--- config.mk ---
export PLATFORM = sky130hd
export DESIGN_NAME = eth_10g_mon_run_ctrl
export DESIGN_NICKNAME = d
export VERILOG_FILES = /design/src/rtl/eth_10g_mon_pkg.sv /design/src/rtl/eth_10g_mon_wdog.sv /design/src/rtl/eth_10g_mon_run_ctrl.sv
export SDC_FILE = /design/constraint.sdc
export NUM_CORES = 1
export LEC_CHECK = 0
export BUFFER_PORTS_ARGS = -buffer_cell sky130_fd_sc_hd__buf_2
export CORE_MARGIN = 2
export CORE_UTILIZATION = 56
export DETAILED_ROUTE_END_ITERATION = 6
export PLACE_DENSITY_LB_ADDON = 0.3
export SLEW_MARGIN = 20
export SYNTH_ARGS = -nofsm -noshare
export SYNTH_HDL_FRONTEND = slang
export SYNTH_SLANG_ARGS = --single-unit
--- constraint.sdc ---
create_clock -name clk -period 4.4 [get_ports clk]
set_input_delay 0.88 -clock clk [delete_from_list [all_inputs] [get_ports clk]]
set_output_delay 0.88 -clock clk [all_outputs]
set_load 0.02 [all_outputs]
--- src/rtl/eth_10g_mon_pkg.sv ---
// Register map, control bits and run-sequencer state encoding
// shared by the 10G packet monitor and its run controller.
package eth_10g_mon_pkg;

  localparam logic [2:0] ADDR_NUM     = 3'd0;
  localparam logic [2:0] ADDR_OK      = 3'd1;
  localparam logic [2:0] ADDR_ERR     = 3'd2;
  localparam logic [2:0] ADDR_BYTE_LO = 3'd3;
  localparam logic [2:0] ADDR_BYTE_HI = 3'd4;
  localparam logic [2:0] ADDR_CYC_LO  = 3'd5;
  localparam logic [2:0] ADDR_CYC_HI  = 3'd6;
  localparam logic [2:0] ADDR_CTRL    = 3'd7;

  localparam int CTRL_START = 0;
  localparam int CTRL_STOP  = 1;
  localparam int CTRL_DONE  = 2;

  typedef enum logic [3:0] {
    S_IDLE,
    S_WR_NUM,
    S_WR_GO,
    S_WR_REL,
    S_WAIT,
    S_POLL,
    S_WR_STOP,
    S_RD1,
    S_RD2,
    S_RD3,
    S_RD4,
    S_RD5,
    S_RD6,
    S_FIN
  } run_state_t;

  function automatic logic [31:0] ctrl_word(input int b);
    return 32'(1) << b;
  endfunction

endpackage

--- src/rtl/eth_10g_mon_wdog.sv ---
// Loadable saturating watchdog: clr reloads limit and zeroes count.
// Ports: clk, reset_n, i_clr, i_en, i_limit -> o_expired (limit 0 = never).
module eth_10g_mon_wdog #(
  parameter int W = 32
) (
  input  logic         clk,
  input  logic         reset_n,
  input  logic         i_clr,
  input  logic         i_en,
  input  logic [W-1:0] i_limit,
  output logic         o_expired
);

  logic [W-1:0] r_cnt;
  logic [W-1:0] r_lim;

  always_ff @(posedge clk) begin
    if (!reset_n) begin
      r_cnt <= '0;
      r_lim <= '0;
    end else if (i_clr) begin
      r_cnt <= '0;
      r_lim <= i_limit;
    end else if (i_en && (r_cnt != '1)) begin
      r_cnt <= r_cnt + W'(1);
    end
  end

  assign o_expired = (r_lim != '0) && (r_cnt == r_lim);

endmodule

--- src/rtl/eth_10g_mon_run_ctrl.sv ---
// Avalon-MM master sequencing one receive-test run on eth_10g_mon.
// Ports: go/abort/cfg in; mon_* bus; busy/done/pass/flags/counters out.
module eth_10g_mon_run_ctrl
  import eth_10g_mon_pkg::*;
#(
  parameter int POLL_GAP = 16,
  parameter int TMO_W    = 32
) (
  input  logic             clk,
  input  logic             reset_n,
  input  logic             go,
  input  logic             abort,
  input  logic [31:0]      num_packets,
  input  logic [TMO_W-1:0] timeout_cycles,
  output logic [2:0]       mon_address,
  output logic             mon_write,
  output logic             mon_read,
  output logic [31:0]      mon_writedata,
  input  logic [31:0]      mon_readdata,
  output logic             busy,
  output logic             done,
  output logic             pass,
  output logic             timed_out,
  output logic             aborted,
  output logic [31:0]      ok_count,
  output logic [31:0]      err_count,
  output logic [63:0]      byte_count,
  output logic [63:0]      cycle_count
);

  localparam int GAP_W = $clog2(POLL_GAP + 1);
  localparam logic [GAP_W-1:0] GAP_LAST = GAP_W'(POLL_GAP - 1);

  run_state_t r_state;
  run_state_t w_next;

  logic [GAP_W-1:0] r_gap;
  logic [31:0]      r_num;
  logic             r_pass;
  logic             r_to;
  logic             r_ab;
  logic [31:0]      r_ok;
  logic [31:0]      r_err;
  logic [63:0]      r_byte;
  logic [63:0]      r_cyc;

  logic        w_start;
  logic        w_exp;
  logic        w_wd_en;
  logic        w_ab_win;
  logic        w_set_to;
  logic        w_set_ab;
  logic        w_pass;
  logic [2:0]  w_addr;
  logic        w_wr;
  logic        w_rd;
  logic [31:0] w_wdata;

  assign w_start  = (r_state == S_IDLE) && go;
  assign w_wd_en  = (r_state == S_WAIT) || (r_state == S_POLL);
  assign w_ab_win = (r_state >= S_WR_NUM) && (r_state <= S_POLL);

  eth_10g_mon_wdog #(
    .W(TMO_W)
  ) u_wdog (
    .clk      (clk),
    .reset_n  (reset_n),
    .i_clr    (w_start),
    .i_en     (w_wd_en),
    .i_limit  (timeout_cycles),
    .o_expired(w_exp)
  );

  always_comb begin
    w_next   = r_state;
    w_addr   = '0;
    w_wr     = 1'b0;
    w_rd     = 1'b0;
    w_wdata  = '0;
    w_set_to = 1'b0;
    w_set_ab = 1'b0;
    unique case (r_state)
      S_IDLE: begin
        if (go) w_next = S_WR_NUM;
      end
      S_WR_NUM: begin
        w_wr    = 1'b1;
        w_addr  = ADDR_NUM;
        w_wdata = r_num;
        w_next  = S_WR_GO;
      end
      S_WR_GO: begin
        w_wr    = 1'b1;
        w_addr  = ADDR_CTRL;
        w_wdata = ctrl_word(CTRL_START);
        w_next  = S_WR_REL;
      end
      S_WR_REL: begin
        w_wr   = 1'b1;
        w_addr = ADDR_CTRL;
        w_next = S_WAIT;
      end
      S_WAIT: begin
        if (w_exp) begin
          w_set_to = 1'b1;
          w_next   = S_WR_STOP;
        end else if (r_gap == GAP_LAST) begin
          w_next = S_POLL;
        end
      end
      S_POLL: begin
        w_rd   = 1'b1;
        w_addr = ADDR_CTRL;
        // a completed run beats a watchdog hit in the same cycle
        if (mon_readdata[CTRL_DONE]) begin
          w_next = S_WR_STOP;
        end else if (w_exp) begin
          w_set_to = 1'b1;
          w_next   = S_WR_STOP;
        end else begin
          w_next = S_WAIT;
        end
      end
      S_WR_STOP: begin
        w_wr    = 1'b1;
        w_addr  = ADDR_CTRL;
        w_wdata = ctrl_word(CTRL_STOP);
        w_next  = S_RD1;
      end
      S_RD1: begin
        w_rd = 1'b1; w_addr = ADDR_OK;      w_next = S_RD2;
      end
      S_RD2: begin
        w_rd = 1'b1; w_addr = ADDR_ERR;     w_next = S_RD3;
      end
      S_RD3: begin
        w_rd = 1'b1; w_addr = ADDR_BYTE_LO; w_next = S_RD4;
      end
      S_RD4: begin
        w_rd = 1'b1; w_addr = ADDR_BYTE_HI; w_next = S_RD5;
      end
      S_RD5: begin
        w_rd = 1'b1; w_addr = ADDR_CYC_LO;  w_next = S_RD6;
      end
      S_RD6: begin
        w_rd = 1'b1; w_addr = ADDR_CYC_HI;  w_next = S_FIN;
      end
      S_FIN: begin
        w_next = S_IDLE;
      end
      default: begin
        w_next = S_IDLE;
      end
    endcase
    // abort overrides the normal successor; the current access still issues
    if (w_ab_win && abort) begin
      w_set_ab = 1'b1;
      w_next   = S_WR_STOP;
    end
  end

  // flags and ok/err are final by RD6, so pass is ready alongside done
  assign w_pass = ~r_to & ~r_ab & (r_err == '0) & (r_ok == r_num);

  always_ff @(posedge clk) begin
    if (!reset_n) begin
      r_state <= S_IDLE;
      r_gap   <= '0;
      r_num   <= '0;
      r_pass  <= 1'b0;
      r_to    <= 1'b0;
      r_ab    <= 1'b0;
      r_ok    <= '0;
      r_err   <= '0;
      r_byte  <= '0;
      r_cyc   <= '0;
    end else begin
      r_state <= w_next;
      r_gap   <= (r_state == S_WAIT) ? r_gap + GAP_W'(1) : '0;
      if (w_start) begin
        r_num  <= num_packets;
        r_pass <= 1'b0;
        r_to   <= 1'b0;
        r_ab   <= 1'b0;
      end
      if (w_set_to) r_to <= 1'b1;
      if (w_set_ab) r_ab <= 1'b1;
      if (r_state == S_RD1) r_ok          <= mon_readdata;
      if (r_state == S_RD2) r_err         <= mon_readdata;
      if (r_state == S_RD3) r_byte[31:0]  <= mon_readdata;
      if (r_state == S_RD4) r_byte[63:32] <= mon_readdata;
      if (r_state == S_RD5) r_cyc[31:0]   <= mon_readdata;
      if (r_state == S_RD6) r_cyc[63:32]  <= mon_readdata;
      if (r_state == S_RD6) r_pass        <= w_pass;
    end
  end

  assign mon_address   = w_addr;
  assign mon_write     = w_wr;
  assign mon_read      = w_rd;
  assign mon_writedata = w_wdata;
  assign busy          = (r_state != S_IDLE) && (r_state != S_FIN);
  assign done          = (r_state == S_FIN);
  assign pass          = r_pass;
  assign timed_out     = r_to;
  assign aborted       = r_ab;
  assign ok_count      = r_ok;
  assign err_count     = r_err;
  assign byte_count    = r_byte;
  assign cycle_count   = r_cyc;

endmodule

* Word level (Yosys, flattened, before mapping)
Index checks and enable logic that the tools add are counted.
Widths: inputs -> output; s select.
** Cells by class
- Add/subtract/negate cells :: 2
- Multiply operators :: 0
- Div/mod/pow operators :: 0
- Order comparisons :: 2
- Eq/ne operators :: 22
- Shifts and indexed selects :: 0
- Muxes and demuxes :: 19
- Bitwise logic cells :: 6
- Reduce and logical (&&, ||, !) cells :: 22
** Operators by type and width (count)
- $pmux 32 s3 :: 1
- $eq 32x32->1 :: 2
- $pmux 4 s13 :: 1
- $add 32x1->32 const B :: 1
- $logic_not 32->1 :: 1
- $ne 32x32->1 const B :: 1
- $reduce_bool 32->1 :: 1
- $eq 4x4->1 const B :: 6
- $pmux 3 s7 :: 1
- $eq 4x3->1 const B :: 4
- $mux 4 :: 3
- $mux 1 :: 9
- $eq 4x2->1 const B :: 2
- $reduce_or 4->1 :: 2
- $reduce_or 7->1 :: 1
- $logic_and 1x1->1 :: 6
- $reduce_and 2->1 :: 3
- $reduce_bool 2->1 :: 3
- $add 5x1->5 const B :: 1
- $eq 5x4->1 const B :: 1
- $eq 4x1->1 const B :: 1
- $ge 4x1->1 const B :: 1
- $le 4x3->1 const B :: 1
- $logic_not 4->1 :: 1
- other kinds (13) :: 19
** Word-level totals
- Bits in registers :: 300
- Bits in latches :: 0
- Bits in writable memories :: 0
- ROM bits :: 0
- Output and inout bits :: 234
- Logic and storage cells :: 88
- Memories :: 0

* Logic depth before layout (Yosys ltp)
Gate-level depths: netlist of the first run.
- Depth after elaboration :: 6
- Gate-level depth with buffers :: 8
- Depth with buffers taken out :: 7

* By module
From an unflattened synthesis of the first run, not the netlist that was laid out.
** Second synthesis, totals
- Cell total of the unflattened synthesis :: 1537
- Area total of the unflattened synthesis :: 12933.7 µm²
** Modules (own cells, without submodules)
- eth_10g_mon_run_ctrl :: times used 1, cells an instance 1171, area each 9633.0 µm², seq. area each 4724.5 µm²
- eth_10g_mon_wdog :: times used 1, cells an instance 366, area each 3300.7 µm², seq. area each 1281.2 µm²

* Worst setup path after synthesis of the first run
OpenSTA, ideal clock, no wires.
- Kind :: register -> output
- From :: register r_state[0]
- To :: output mon_address[1]
- Arrival time :: 1.657 ns
- Required time :: 3.520 ns
- Setup slack :: 1.863 ns
- Stages on the path, launching flop included :: 6
- Path buffers :: 2
- Cells stage by stage :: dfxtp_1 -> clkbuf_1 -> clkbuf_1 -> nand2_1 -> xor2_1 -> o21ai_0
** On the way
- Word-level cells in the longest chain between the ends :: 3
- Elaborated cells on any way between the ends :: 12
- Classes of those cells :: eq/ne: 10; mux: 1; reduce/logical: 1
** Ends and longest elaborated chain
- from (decl) :: line eth_10g_mon_run_ctrl.sv:34 : run_state_t r_state;
- from (signal assigned) :: line eth_10g_mon_run_ctrl.sv:178 : r_state <= w_next;
- $eq 4x3->1 / $eq 4x2->1 (equally long branches) :: line eth_10g_mon_run_ctrl.sv:82 : unique case (r_state)
- $reduce_or 4->1 (no line)
- $pmux 3 s7 * :: line eth_10g_mon_run_ctrl.sv:82
- to (decl) :: line eth_10g_mon_run_ctrl.sv:15 : output logic [2:0] mon_address,
Every way passes the cells marked *; elsewhere a longest branch is shown, timed or not.

* Final worst setup path of the first run
- From :: register r_state[0]
- To :: output mon_writedata[0]
** On the way
- Word-level cells in the longest chain between the ends :: 2
- Elaborated cells on any way between the ends :: 4
- Classes of those cells :: eq/ne: 3; mux: 1
** Ends and longest elaborated chain
- $eq 4x3->1 (tied with other cells) :: line eth_10g_mon_run_ctrl.sv:82
- $pmux 32 s3 * :: line eth_10g_mon_run_ctrl.sv:82
- to (decl) :: line eth_10g_mon_run_ctrl.sv:18 : output logic [31:0] mon_writedata,
Marked as above.

==> results of run 1 <==
## how the worst min path moves through the flow
stage	end
finish	byte_count[2]$_SDFFE_PN0N_
global route	cycle_count[2]$_SDFFE_PN0P_
global placement	r_gap[0]$_SDFF_PN0_
detailed placement	r_gap[0]$_SDFF_PN0_
CTS	cycle_count[2]$_SDFFE_PN0P_
floorplan	r_gap[0]$_SDFF_PN0_
## layout by cell type, fill, tap and decap left out, drive strengths merged, types with 3 or more instances in the layout
cell and count:
inv 17, xor2 50, or4 12, bufinv 3, o21ai 26, clkinv 5, xnor2 12, and4 4
nand2 540, clkbuf 45, buf 348, dfxtp 300, o31ai 11, and3 40, ha 3, nor3 18
nor2 27, nor2b 3, nand2b 3, nor4 38, nand4 19, nand3 20, or3 17, a21oi 289
## synth_stat cells (2+ instances only)
master and number:
a2111oi_0 2, a21oi_1 289, a221o_1 2, a22o_1 2, and3_1 40, and4_1 4
and4b_1 2, buf_1 4, buf_2 2, clkbuf_1 101, dfxtp_1 300, ha_1 3
inv_1 16, nand2_1 540, nand2b_1 3, nand3_1 20, nand4_1 19, nor2_1 27
nor2b_1 3, nor3_1 18, nor4_1 38, o2111ai_1 2, o211ai_1 2, o21ai_0 24
o21ai_1 2, o221ai_1 2, o31ai_1 11, or2_2 2, or3_1 16, or4_1 12
xnor2_1 12, xor2_1 50
## state kept, by name (all words and copies together) (netlist names)
| name | cells |
|---|---|
| aborted | 1 |
| cycle_count | 64 |
| r_num | 32 |
| timed_out | 1 |
| r_state | 4 |
| err_count | 32 |
| byte_count | 64 |
| pass | 1 |
| ok_count | 32 |
| u_wdog.r_cnt | 32 |
| r_gap | 5 |
| u_wdog.r_lim | 32 |
## kinds of logic (layout without fill, tap and decap cells)
family / after synthesis / in the layout / share of synthesized area [%]
AOI/OAI and AO/OA: 343 / 343 / 14.8
and+or+nand+nor: 751 / 751 / 27.0
adders and majority gates: 4 / 4 / 0.391
xor gates and xnor gates: 62 / 62 / 4.46
other: 0 / 1 / 0
buffers and inverters: 125 / 418 / 3.94
muxes: 1 / 1 / 0.0925
DFF: 300 / 300 / 49.3
## where the power goes
| part | total, W | internal (W) | switching, W |
|---|---|---|---|
| Clock | 0.00269 | 0.00162 | 0.00107 |
| Combinational | 0.00140 | 0.000465 | 0.000938 |
| Sequential | 0.00313 | 0.00288 | 0.000250 |
## tightest hold or removal path, stage by stage, from the launching register on
cell and delay (ps):
dfxtp_1 310, nand2_1 50, a21oi_1 50
## routing by layer
layer	up-vias	wire length [µm]
li1	5883	-
met1	5792	16200
met2	661	18500
met3	126	4970
met4	2	2040
met5	-	12
## cell type report
cell class / instances / share of cell area (%)
multi-input combinational: 1161 / 38.2
antenna: 1 / 0.0167
inverter: 17 / 0.475
clock buffer: 45 / 6.18
timing repair buffer: 348 / 12.0
clock inverter: 8 / 0.767
tap: 275 / 2.29
sequential: 300 / 40.0
## stage by stage
stage	cell area (µm²)	total power, W	std cells	hold slack, ps
5_1_grt	15000	0.00751	2154	465
4_1_cts	15000	0.00722	2154	451
3_5_place_dp	14000	0.00457	2101	441
3_3_place_gp	14000	0.00453	2101	432
6_report	15000	0.00722	2155	449
2_1_floorplan	12200	0.00405	1586	418
==> impl_metrics.yaml, run 1 <==
status:
  status: "complete, no violations"
global_routing:
  grt_max_degree: 177
  met3_usage_pct: 9.67
  grt_usage_pct: 35.3
  gr-total-overflow: 0
  grt_pass1_vias: 11500
  grtUsageMet2_pct: 54.6
  antenna_found_initial: 1
  top_usage_layer: "met2"
  grt_pass1_wl_um: 63100
  grt_util_met1_pct: 46.1
floorplan:
  ios: 334
  coreArea_um2: 21200
  die_area_um2: 22900
  rows: 53
  chipHeight_um: 151
  die_w_um: 151
  initial_core_util_pct: 57.6
critical_path:
  crit_fanout: 35
  path_depth: 6
  r2r_end: "u_wdog.r_cnt[31]$_SDFFE_PP0P_"
  crit_end: "mon_writedata[0]"
  startpoint_type: "register"
  cp_slowest_stage_delay_ps: 810
  crit_family: "flip-flops"
  end_kind: "output pin"
  worstPathArrival_ps: 2610
  r2r_slack_ps: 1360
  cp.required_ps: 3520
  worst-setup-path-type: "reg2out"
  r2r_start: "r_state[2]$_SDFFE_PN0P_"
  startpoint: "r_state[0]$_SDFFE_PP0P_"
  crit_slowest_cell: "dfxtp_1"
  cp_cell_sequence: "inv_1 > nor2_2 > buf_4 > a21oi_1 > nor3_1 > buf_2"
  reg2regPathDepth: 5
  critPathBufInv: 3
route:
  first_pass_iters: 5
  drc: 0
  vias: 12464
  drtIter0Drc: 1071
  viasPerCell: 5.78
  wl_um: 41700
  routedWlPerCell_um: 19.4
  ant_nets: 0
power_and_ir_drop:
  powerDensity_nw_per_um2: 481
  leakagePower_nw: 6.37
  peakVddDrop_uv: 293
logic_synthesis:
  synth_cell_types: 48
  synth_seq_area_share_pct: 49.3
  syn_area_per_cell_um2: 7.68
  synthArstFlopShare_pct: 0
  synth_nets: 1689
  yosys-top-cells-area: "dfxtp_1 (49%), nand2_1 (17%), a21oi_1 (12%)"
  synthCells: 1586
  yosysTopAreaCell: "dfxtp_1"
  yosys_warnings: 0
  ys_ff_latch: 300
  syn_area_um2: 12200
  yosysTopAreaCellShare_pct: 49.3
  synth-edff-count: 0
  ys.flop_type: "dfxtp_1"
worst_hold_path:
  hold_class: "reg2reg"
  hold_depth: 2
  hold_start: "byte_count[2]$_SDFFE_PN0N_"
sta:
  final_hold_viol_count: 0
  setup_tns_ps: 0
  slew_violations: 0
  setup_viol: 0
  slew_headroom_pct: 25.9
  final.period_utilization_pct: 79.4
  finClkSkew_ps: 13.9
  setup_ws_ps: 908
  clock.fmax_mhz: 286
  tightest_slew_ps: 1110
  grt_setup_unrepaired: "no"
  period_minus_slack_ps: 3490
cells_and_area:
  multi_input_area_um2: 5740
  nets: 1961
  area.sequential_um2: 6010
  n_fill_cell: 1738
  layout-drive-gt1-share_pct: 22.0
  utilization_pct: 71.0
  syn2layout_area_growth_pct: 23.3
cts:
  cts_resized: 0
  postCtsHoldBufs: 0
  post-cts-setup-buffer-count: 0
  cts.path.max_buffers: 3
  cts_tree: "done"
  htree_levels: 1
  clk-insertion-delay-late_ps: 560
  clk_pin_slew_ps: 60
  numClockSinks: 300
  numCtsBuffers: 30
  cts_root_buffer: "clkbuf_16"
job:
  cap_violations: 0
placement:
  numPortBuffers: 333
  dp_slack_ps: 1390
  gp_congestion: 0.902
  place_hpwl_um: 29500
Note: power is estimated with default switching activity, not from simulation.
==> run 2, diff against run 1 <==
--- a/config.mk
+++ b/config.mk
@@ -7,7 +7,7 @@
 export LEC_CHECK = 0
 export BUFFER_PORTS_ARGS = -buffer_cell sky130_fd_sc_hd__buf_2
 export CORE_MARGIN = 2
-export CORE_UTILIZATION = 56
+export CORE_UTILIZATION = 47
 export DETAILED_ROUTE_END_ITERATION = 6
 export PLACE_DENSITY_LB_ADDON = 0.3
 export SLEW_MARGIN = 20
==> constraint.sdc (replaced) <==
create_clock -name clk -period 3.11 [get_ports clk]
set_input_delay 0.622 -clock clk [delete_from_list [all_inputs] [get_ports clk]]
set_output_delay 0.622 -clock clk [all_outputs]
set_load 0.02 [all_outputs]
==> impl_metrics.yaml, run 2 (synthesis results as in run 1) <==
status:
  status: "complete, no violations"
power_and_ir_drop:
  powerDensity_nw_per_um2: 678
  p_seq_share_pct: 42.3
  total_power_w: 0.0103
  p_switching_w: 0.00325
  leakagePower_nw: 6.44
  internal_power_w: 0.00705
  share_comb_of_total_power_pct: 20.7
  switching_share_pct: 31.5
  peakVddDrop_uv: 522
  p_clk_share_pct: 37.0
cts:
  htree_levels: 2
  numCtsBuffers: 34
  postCtsHoldBufs: 0
  cts_resized: 0
  cts.path.max_buffers: 3
  cts_root_buffer: "clkbuf_16"
  clk-insertion-delay-late_ps: 510
  post-cts-setup-buffer-count: 0
  clk_pin_slew_ps: 60
  numClockSinks: 300
  cts_tree: "done"
placement:
  gp_congestion: 0.892
  numPortBuffers: 333
  place_hpwl_um: 30200
  place_inst: 2169
critical_path:
  worstPathArrival_ps: 2330
  r2r_end: "u_wdog.r_cnt[31]$_SDFFE_PP0P_"
  crit_end: "mon_writedata[1]"
  end_kind: "output pin"
  worst-setup-path-type: "reg2out"
  crit_fanout: 31
  reg2regPathDepth: 5
  startpoint_type: "register"
  cp.required_ps: 2490
  startpoint: "r_state[0]$_SDFFE_PP0P_"
  r2r_slack_ps: 500
  r2r_start: "r_state[1]$_SDFFE_PN0P_"
global_routing:
  grt_pass1_wl_um: 63100
  grt_pass1_vias: 11446
  grt_max_degree: 134
  gr-total-overflow: 0
  antenna_found_initial: 0
  grt_usage_pct: 29.9
floorplan:
  ios: 334
  coreArea_um2: 25300
  rows: 58
  chipHeight_um: 165
  die_w_um: 165
  die_area_um2: 27200
  initial_core_util_pct: 48.1
sta:
  tightest_slew_ps: 772
  whs_ps: 345
  slew_headroom_pct: 48.5
  finClkSkew_ps: 21.3
  setup_viol: 0
  setup_tns_ps: 0
  grt_setup_unrepaired: "no"
  period_minus_slack_ps: 2950
  clock.fmax_mhz: 338
  slew_violations: 0
  final.period_utilization_pct: 95.0
  final_hold_viol_count: 0
cells_and_area:
  finalNonFillerCells: 2228
  nets: 1978
  final_cell_mix: "nand2_1 (540), buf_2 (333), dfxtp_1 (300)"
  layout-drive-gt1-share_pct: 22.2
  n_antenna_cell: 0
  mostFrequentLayoutCell: "nand2_1"
  syn2layout_area_growth_pct: 24.8
  utilization_pct: 60.0
worst_hold_path:
  hold_class: "in2reg"
route:
  routedWlPerCell_um: 19.0
  drc: 0
  viasPerCell: 5.56
  drtIter0Drc: 1062
  vias: 12395
  first_pass_iters: 5
  wl_um: 42300
  ant_nets: 0
job:
  cap_violations: 0
run 2: critical path: stages (launching register included):
cell and delay, ps:
dfxtp_1 550, inv_1 200, nor2_2 210, buf_4 310, nand3_1 110, a21oi_1 230
buf_2 210
run 2: worst min-delay path by stage:
| stage | from | to | slack [ps] | cells after the start |
|---|---|---|---|---|
| 2_1_floorplan | r_gap[0]$_SDFF_PN0_ | r_gap[0]$_SDFF_PN0_ | 420 | 1 |
| 6_report | timeout_cycles[0] | u_wdog.r_lim[0]$_SDFFE_PN0P_ | 350 | 3 |
| 4_1_cts | timeout_cycles[12] | u_wdog.r_lim[12]$_SDFFE_PN0P_ | 330 | 3 |
| 5_1_grt | timeout_cycles[9] | u_wdog.r_lim[9]$_SDFFE_PN0P_ | 360 | 3 |
| 3_3_place_gp | r_gap[0]$_SDFF_PN0_ | r_gap[0]$_SDFF_PN0_ | 430 | 1 |
| 3_5_place_dp | byte_count[32]$_SDFFE_PN0P_ | byte_count[32]$_SDFFE_PN0P_ | 440 | 2 |
run 2: stage by stage:
| stage | cell area, µm² | worst slack [ps] |
|---|---|---|
| 2_1_floorplan | 12200 | 581 |
| 3_3_place_gp | 14100 | 541 |
| 3_5_place_dp | 14100 | 532 |
| 4_1_cts | 15200 | 175 |
| 5_1_grt | 15200 | 64.0 |
| 6_report | 15200 | 156 |
run 2: per-layer routing:
metal  global-route usage [%]  vias to the layer above  share of wire (%)
li1                         -                     5913                  -
met5                        0                        -                  0
met2                     47.2                      614                 45
met4                     10.5                        0                3.2
met3                     7.21                       91                9.8
met1                     40.1                     5777                 42
run 2: power groups by stage:
stage          Clock, W  Combinational (W)  Sequential (W)
2_1_floorplan         0            0.00139         0.00435
3_3_place_gp          0            0.00208         0.00442
3_5_place_dp          0            0.00210         0.00443
4_1_cts         0.00387            0.00212         0.00435
5_1_grt         0.00401            0.00234         0.00438
6_report        0.00381            0.00213         0.00436
run 2: cell type report:
type / count / area (µm²)
clock buffers: 55 / 1030
fillers: 2353 / 10100
clock inverters: 4 / 27.5
flip-flops and latches: 300 / 6010
repair buffers: 361 / 1910
well taps: 330 / 413
inverters: 17 / 71.3
multi-input cells: 1161 / 5730
==> run 3, diff against run 2 <==
--- a/config.mk
+++ b/config.mk
@@ -6,6 +6,7 @@
 export NUM_CORES = 1
 export LEC_CHECK = 0
 export BUFFER_PORTS_ARGS = -buffer_cell sky130_fd_sc_hd__buf_2
+export CORE_ASPECT_RATIO = 0.5
 export CORE_MARGIN = 2
 export CORE_UTILIZATION = 47
 export DETAILED_ROUTE_END_ITERATION = 6
==> impl_metrics.yaml, run 3 (synthesis results as in run 1) <==
cts:
  cts_tree: "done"
  numClockSinks: 300
  cts_root_buffer: "clkbuf_16"
  postCtsHoldBufs: 0
  cts_resized: 0
  cts.path.max_buffers: 3
  clk_pin_slew_ps: 70
  post-cts-setup-buffer-count: 0
  numCtsBuffers: 27
  htree_levels: 1
  clk-insertion-delay-late_ps: 560
route:
  vias: 12120
  first_pass_iters: 5
  drc: 0
  viasPerCell: 5.43
  wl_um: 40200
  ant_nets: 0
  routedWlPerCell_um: 18.0
  drtIter0Drc: 1147
placement:
  numPortBuffers: 333
  place_hpwl_um: 28700
  gp_congestion: 0.905
  dp_slack_ps: 548
critical_path:
  cp_slowest_stage_delay_ps: 430
  cp.required_ps: 2490
  cp_cell_sequence: "inv_1 > nor2_1 > buf_4 > and3_1 > buf_2"
  crit_fanout: 31
  worstPathArrival_ps: 2120
  startpoint_type: "register"
  worst-setup-path-type: "reg2out"
  end_kind: "output pin"
  crit_slowest_cell: "dfxtp_1"
global_routing:
  grt_pass1_wl_um: 61300
  grt_max_degree: 87
  top_usage_layer: "met2"
  grt_pass1_vias: 10737
  grt_usage_pct: 28.4
  antenna_found_initial: 0
  gr-total-overflow: 0
  met3_usage_pct: 5.09
  grtUsageMet2_pct: 45.0
  grt_util_met1_pct: 38.7
floorplan:
  ios: 334
  coreArea_um2: 25300
  chipHeight_um: 118
  die_w_um: 232
  rows: 41
  initial_core_util_pct: 48.0
  die_area_um2: 27300
sta:
  final.period_utilization_pct: 88.3
  setup_ws_ps: 364
  period_minus_slack_ps: 2750
  slew_headroom_pct: 54.3
  tightest_slew_ps: 679
  final_hold_viol_count: 0
  grt_setup_unrepaired: "no"
  setup_tns_ps: 0
  setup_viol: 0
  slew_violations: 0
  clock.fmax_mhz: 364
  finClkSkew_ps: 10.9
cells_and_area:
  mostFrequentLayoutCell: "nand2_1"
  n_fill_cell: 2380
  nets: 1971
  layout-drive-gt1-share_pct: 22.1
  n_antenna_cell: 0
  syn2layout_area_growth_pct: 23.9
  final_cell_mix: "nand2_1 (540), buf_2 (333), dfxtp_1 (300)"
power_and_ir_drop:
  peakVddDrop_uv: 388
  powerDensity_nw_per_um2: 660
  leakagePower_nw: 6.37
worst_hold_path:
  hold_class: "in2reg"
status:
  status: "complete, no violations"
job:
  cap_violations: 0
## run 3: path summary, 6_finish.rpt
path | start | end | slack (ps) | cells past startpoint
worst max-delay path | r_state[0]$_SDFFE_PP0P_ | mon_writedata[14] | 360 | 5
worst min-delay path | num_packets[21] | r_num[21]$_SDFFE_PN0P_ | 290 | 3
worst max register to register | r_state[1]$_SDFFE_PN0P_ | u_wdog.r_cnt[31]$_SDFFE_PP0P_ | 510 | 5
worst min register to register | r_gap[0]$_SDFF_PN0_ | r_gap[0]$_SDFF_PN0_ | 450 | 1
## run 3: layout make-up
cell class,instances,area (µm²),area share (%)
Tap cell,344,430,2.85
Timing Repair Buffer,361,1910,12.7
Inverter,17,71.3,0.473
Clock buffer,39,781,5.17
Clock inverter,11,156,1.04
Sequential cell,300,6010,39.8
Multi-Input combinational cell,1161,5730,38.0
## run 3: stage by stage
stage / area (µm²) / std cells / hold slack (ps) / power [W] / utilization (%)
after floorplan: 12200 / 1586 / 418 / 0.00573 / -
after global placement: 14100 / 2183 / 431 / 0.00646 / 55.8
after detailed placement: 14100 / 2183 / 441 / 0.00647 / 55.8
after CTS: 15100 / 2233 / 282 / 0.00997 / 59.5
after global routing: 15100 / 2233 / 285 / 0.0104 / 59.5
final: 15100 / 2233 / 293 / 0.00995 / 59.5
## run 3: worst max-delay path: cells and delay by family (launching register included)
family                 cells  cell delay, ps
buffers and inverters      3             630
DFF                        1             430
and+or+nand+nor            2             490
## run 3: layer usage
layer  routed length (µm)  vias to the layer above
met2                18600                      400
met3                 2570                       93
li1                     -                     5906
met1                17500                     5721
met4                 1570                        0
met5                    0                        -
## run 3: power by group
group / leakage, nW / total, W / internal [W] / switching (W)
Sequential: 2.42 / 0.00435 / 0.00408 / 0.000269
Clock: 0.451 / 0.00354 / 0.00201 / 0.00153
Combinational: 3.49 / 0.00207 / 0.000693 / 0.00137
